===== config.mk =====
export PLATFORM = sky130hd
export DESIGN_NAME = fetch_prefetch_queue
export DESIGN_NICKNAME = d
export VERILOG_FILES = /design/src/rtl/fetch_prefetch_queue.sv
export SDC_FILE = /design/constraint.sdc
export NUM_CORES = 1
export LEC_CHECK = 0
export BUFFER_PORTS_ARGS = -buffer_cell sky130_fd_sc_hd__buf_2
export CORE_ASPECT_RATIO = 0.5
export CORE_MARGIN = 2
export CORE_UTILIZATION = 59
export DETAILED_ROUTE_END_ITERATION = 8
export PLACE_DENSITY = 0.83
export SLEW_MARGIN = 20
export SYNTH_ARGS = -nofsm -noshare
export SYNTH_HDL_FRONTEND = slang
export SYNTH_SLANG_ARGS = --single-unit

===== constraint.sdc =====
create_clock -name clk -period 2.1 [get_ports clk]
set_input_delay 0.42 -clock clk [delete_from_list [all_inputs] [get_ports clk]]
set_output_delay 0.42 -clock clk [all_outputs]
set_load 0.01 [all_outputs]

===== src/rtl/fetch_prefetch_queue.sv =====
// Instruction-fetch front end: owns the fetch PC, issues word-addressed requests
// and buffers {instr, pc+1} pairs in a small FIFO ahead of the IF/ID register.
module fetch_prefetch_queue #(
    parameter int          DEPTH    = 4,
    parameter logic [31:0] RESET_PC = 32'h0000_0000
) (
    input  logic        clk,
    input  logic        rst,
    input  logic        stall,
    input  logic        redirect,
    input  logic [31:0] redirect_pc,
    output logic        imem_req,
    output logic [31:0] imem_addr,
    input  logic        imem_ack,
    input  logic [31:0] imem_rdata,
    output logic        if_valid,
    output logic [31:0] if_instr,
    output logic [31:0] if_pc_plus1,
    output logic        if_pop
);

    localparam int PTR_W = $clog2(DEPTH);
    localparam int CNT_W = PTR_W + 1;
    localparam logic [PTR_W-1:0] PTR_ONE   = PTR_W'(1);
    localparam logic [CNT_W-1:0] CNT_ONE   = CNT_W'(1);
    localparam logic [CNT_W-1:0] CNT_DEPTH = CNT_W'(DEPTH);

    typedef enum logic [1:0] {
        ST_IDLE    = 2'd0,
        ST_REQ     = 2'd1,
        ST_DISCARD = 2'd2
    } state_t;

    state_t           state_r;
    state_t           state_s;
    logic [31:0]      fetch_pc_r;
    logic [31:0]      discard_addr_r;
    logic [CNT_W-1:0] count_r;
    logic [PTR_W-1:0] rd_ptr_r;
    logic [PTR_W-1:0] wr_ptr_r;
    logic [31:0]      instr_mem_r [DEPTH];
    logic [31:0]      pcp1_mem_r  [DEPTH];

    logic             push_s;
    logic             pop_s;
    logic [CNT_W-1:0] count_after_s;
    logic             space_s;

    // Outputs decode directly from registered state; the head is registered storage.
    assign imem_req    = (state_r != ST_IDLE);
    assign imem_addr   = (state_r == ST_DISCARD) ? discard_addr_r : fetch_pc_r;
    assign if_valid    = (count_r != {CNT_W{1'b0}});
    assign if_instr    = instr_mem_r[rd_ptr_r];
    assign if_pc_plus1 = pcp1_mem_r[rd_ptr_r];
    assign if_pop      = pop_s;

    // Push/pop qualification and post-cycle occupancy used by the space rule.
    always_comb begin
        push_s        = (state_r == ST_REQ) && imem_ack && !redirect;
        pop_s         = if_valid && !stall && !redirect;
        count_after_s = count_r;
        if (push_s && !pop_s) begin
            count_after_s = count_r + CNT_ONE;
        end else if (!push_s && pop_s) begin
            count_after_s = count_r - CNT_ONE;
        end else begin
            count_after_s = count_r;
        end
        space_s = (count_after_s < CNT_DEPTH);
    end

    // Next-state logic; redirect outranks everything except reset.
    always_comb begin
        state_s = state_r;
        case (state_r)
            ST_IDLE: begin
                if (redirect || space_s) begin
                    state_s = ST_REQ;
                end else begin
                    state_s = ST_IDLE;
                end
            end
            ST_REQ: begin
                if (redirect) begin
                    state_s = imem_ack ? ST_REQ : ST_DISCARD;
                end else if (imem_ack) begin
                    state_s = space_s ? ST_REQ : ST_IDLE;
                end else begin
                    state_s = ST_REQ;
                end
            end
            ST_DISCARD: begin
                if (redirect) begin
                    state_s = ST_DISCARD;
                end else if (imem_ack) begin
                    state_s = space_s ? ST_REQ : ST_IDLE;
                end else begin
                    state_s = ST_DISCARD;
                end
            end
            default: begin
                state_s = ST_IDLE;
            end
        endcase
    end

    // State, fetch PC and the address held while draining an abandoned request.
    always_ff @(posedge clk or negedge rst) begin
        if (!rst) begin
            state_r        <= ST_IDLE;
            fetch_pc_r     <= RESET_PC;
            discard_addr_r <= RESET_PC;
        end else begin
            state_r <= state_s;
            if (redirect) begin
                fetch_pc_r <= redirect_pc;
            end else if (push_s) begin
                fetch_pc_r <= fetch_pc_r + 32'd1;
            end
            if ((state_r == ST_REQ) && redirect && !imem_ack) begin
                discard_addr_r <= fetch_pc_r;
            end
        end
    end

    // FIFO pointers, occupancy and storage; a redirect flushes in one edge.
    always_ff @(posedge clk or negedge rst) begin
        if (!rst) begin
            count_r  <= {CNT_W{1'b0}};
            rd_ptr_r <= {PTR_W{1'b0}};
            wr_ptr_r <= {PTR_W{1'b0}};
            for (int i = 0; i < DEPTH; i++) begin
                instr_mem_r[i] <= 32'h0000_0000;
                pcp1_mem_r[i]  <= 32'h0000_0000;
            end
        end else if (redirect) begin
            count_r  <= {CNT_W{1'b0}};
            rd_ptr_r <= {PTR_W{1'b0}};
            wr_ptr_r <= {PTR_W{1'b0}};
        end else begin
            count_r <= count_after_s;
            if (pop_s) begin
                rd_ptr_r <= rd_ptr_r + PTR_ONE;
            end
            if (push_s) begin
                wr_ptr_r              <= wr_ptr_r + PTR_ONE;
                instr_mem_r[wr_ptr_r] <= imem_rdata;
                pcp1_mem_r[wr_ptr_r]  <= fetch_pc_r + 32'd1;
            end
        end
    end

endmodule


==> results.py <==
metrics = {
    "power_and_ir_drop": {
        "leakagePower_nw": 8.56,
        "cellPowerDensity_nw_per_um2": 1270,
        "vdd_drop_max_uv": 694,
    },
    "die": {
        "io_pins": 168,
        "die_h_um": 118,
        "core_um2": 25300,
        "rows": 41,
        "fp.dieW_um": 231,
        "initial_utilization": 0.602,
        "die_area_um2": 27200,
    },
    "flow_run": {
        "max_cap_viol_count": 0,
    },
    "cells_and_area": {
        "area_delta_synth_final_pct": 23.5,
        "finalNonFillerCells": 1783,
        "fin_nets": 1495,
        "antennaDiodeCount": 0,
        "fillCellCount": 1445,
        "drive_above_1_share": 0.423,
    },
    "sta": {
        "fmax_mhz": 407,
        "layout_setup_ws_ns": -0.355,
        "skew_ns": 0.0200,
        "finalCritPeriodShare": 1.17,
        "worst_hold_slack_ns": 0.0720,
        "rsz0062_at_grt": "true",
        "setup_viol": 97,
        "relSlewSlack": 0.576,
        "finalHoldViolCount": 0,
        "period_needed_ns": 2.45,
        "finalMaxSlewViolations": 0,
        "tightestPinTransition_ns": 0.635,
    },
    "synthesis": {
        "syn_inst": 1216,
        "synth_edf_count": 0,
        "async_flop_share": 1.00,
        "ys.flop_type": "dfrtp_1",
        "synth-seq-cells": 329,
        "avgSynthCellArea_um2": 12.5,
        "synth-warning-count": 0,
        "ys_types": 48,
        "synth_area_um2": 15200,
        "syn_nets": 1293,
        "ys_seq_area_frac": 0.541,
    },
    "worst_setup_path": {
        "critical_path.reg2reg.startpoint": "state_r[1]$_DFF_PN0_",
        "critPathBufInv": 3,
        "crit_path_start_kind": "flop",
        "end_kind": "primary output",
        "critical_path.slowest_cell": "mux4_2",
        "slowest_delay_ns": 0.53,
        "critPathKind": "flop to primary output",
        "startpoint": "rd_ptr_r[0]$_DFFE_PN0P_",
        "crit_top_cell": "buf_4",
        "path_max_fanout": 4,
        "rrSetupSlack_ns": 0.03,
        "crit_arrival_ns": 2.03,
        "crit_family": "multiplexers",
        "worstPathRequired_ns": 1.68,
        "path_cells": "buf_4 -> buf_4 -> mux4_2 -> buf_2",
    },
    "grt": {
        "antenna_found_initial": 1,
        "grt-ovfl-total": 0,
        "grt_max_degree": 96,
        "grt_pass1_vias": 11370,
        "grt_pass1_wl_mm": 61.4,
        "grt.total_usage": 0.286,
    },
    "route": {
        "via_per_inst": 6.21,
        "first_iter_violations": 1232,
        "drtPass1Iterations": 6,
        "wl_mm": 39.9,
        "wire_per_inst_um": 22.4,
        "drc": 0,
        "ant_nets": 0,
        "dr_total_vias": 11079,
    },
    "placement": {
        "gp_congestion": 0.875,
        "place_hpwl_mm": 23.5,
        "placed_cells": 1702,
        "portBuffers": 167,
    },
    "clock_tree": {
        "clkTransAtPathRegs_ns": 0.07,
        "ctsLongestPathBuffers": 3,
        "worst_skew_pair.late_latency_ns": 0.56,
        "clockRootBuffer": "clkbuf_16",
        "h-tree-depth": 1,
        "cts_buffers": 29,
        "cts_sinks": 329,
        "cts_tree": "yes",
    },
    "outcome": {
        "failed_checks": "setup timing",
        "status": "finished, violations left",
    },
    "min_path": {
        "hp-start": "redirect_pc[16]",
        "hold_path.class": "primary input to flop",
    },
}
==> cell type report <==
| type | instances | area (um^2) | share of cell area |
|---|---|---|---|
| flip-flops and latches | 329 | 8240 | 0.438 |
| multi-input cells | 784 | 6830 | 0.363 |
| repair buffers | 264 | 2270 | 0.121 |
| clock buffers | 45 | 876 | 0.0466 |
| well taps | 344 | 430 | 0.0229 |
| clock inverters | 7 | 110 | 0.00586 |
| inverters | 10 | 37.5 | 0.00200 |
==> metal layers <==
| metal | global-route usage | routed length [um] | vias to the layer above |
|---|---|---|---|
| met1 | 0.396 | 15700 | 5631 |
| met2 | 0.472 | 19700 | 587 |
| met4 | 0.0810 | 1510 | 2 |
| li1 | - | - | 4727 |
| met3 | 0.0465 | 3040 | 132 |
| met5 | 0 | 13 | - |
==> tightest hold or removal path, stage by stage <==
cell,delay (ns)
buf_2,0.08
nand2_1,0.04
o21ai_0,0.06
==> logic make-up (layout without fill, tap and decap cells) <==
group,after synthesis,after routing,synth area share
fa+ha+maj,9,9,0.00724
xor+xnor,62,62,0.0357
simple gates,281,281,0.0871
mux,259,259,0.239
buf+inv,103,326,0.0303
compound gates,173,173,0.0596
flops,329,329,0.541
==> cell usage after synthesis (15+ instances only) <==
cell / instances / area [um^2]
nand2_1: 181 / 679
buf_2: 45 / 225
nor2_1: 15 / 56.3
mux2_2: 194 / 2180
clkbuf_1: 34 / 128
xnor2_1: 18 / 158
nand4_1: 19 / 119
nand3_1: 24 / 120
xor2_1: 44 / 385
o21ai_0: 152 / 761
dfrtp_1: 329 / 8230
mux4_2: 64 / 1440
==> placed cells by master (no fill, tap or decap), types with 5 or more instances in the layout <==
master	instances
buf_2	112
mux4_2	64
nor2_1	15
clkbuf_1	7
clkbuf_8	9
nand4_1	19
o211ai_1	5
dfrtp_1	326
buf_12	19
inv_1	8
buf_4	64
o21ai_0	150
buf_6	62
clkbuf_16	32
nand2_4	5
nor3_1	5
nand2_1	175
ha_1	7
xnor2_1	16
nand3_1	23
mux2_2	164
xor2_2	6
mux2_4	30
xor2_1	38
==> state kept, by name, indices dropped and copies added (netlist names) <==
register / cells
instr_mem_r: 128
pcp1_mem_r: 128
discard_addr_r: 32
fetch_pc_r: 32
count_r: 3
rd_ptr_r: 2
state_r: 2
wr_ptr_r: 2
==> per-stage QoR <==
| step | setup slack, ns | power, W | util | TNS (ns) | instance area, um^2 |
|---|---|---|---|---|---|
| final | -0.355 | 0.0238 | 0.743 | -29.38 | 18800 |
| after global placement | -0.00310 | 0.0165 | 0.666 | -0.00637 | 16800 |
| after global routing | -0.394 | 0.0249 | 0.743 | -33.46 | 18800 |
| after floorplan | 0.115 | 0.0142 | - | 0 | 15200 |
| after detailed placement | -0.0342 | 0.0171 | 0.666 | -0.142 | 16800 |
| after CTS | -0.356 | 0.0232 | 0.723 | -27.69 | 18300 |
==> worst paths after layout <==
check,end,cells after the start
worst max-delay path,if_pc_plus1[20],4
worst min-delay path,fetch_pc_r[16]$_DFFE_PN0P_,3
worst max register to register,state_r[0]$_DFF_PN0_,7
worst min register to register,pcp1_mem_r[120]$_DFFE_PN0P_,2
max in group asynchronous,instr_mem_r[98]$_DFFE_PN0P_,3
min in group asynchronous,discard_addr_r[27]$_DFFE_PN0P_,2
==> power breakdown <==
part	internal [W]	switching (W)	total [W]	leakage (nW)
Sequential	0.00848	0.00121	0.00969	4.25
Combinational	0.00473	0.00380	0.00853	3.82
Clock	0.00322	0.00234	0.00556	0.488
==> what timing repair did <==
| item | in CTS | in global routing |
|---|---|---|
| buffers inserted | 13 | 13 |
| endpoints found under the setup margin | 106 | 157 |
| gates cloned | 3 | 3 |
| pin swaps | 1 | 2 |
| resized for setup | 47 | 89 |
| hold endpoints to repair | 37 | 0 |
| hold buffers | 1 | 0 |
Power figures use the tool's default switching activity.
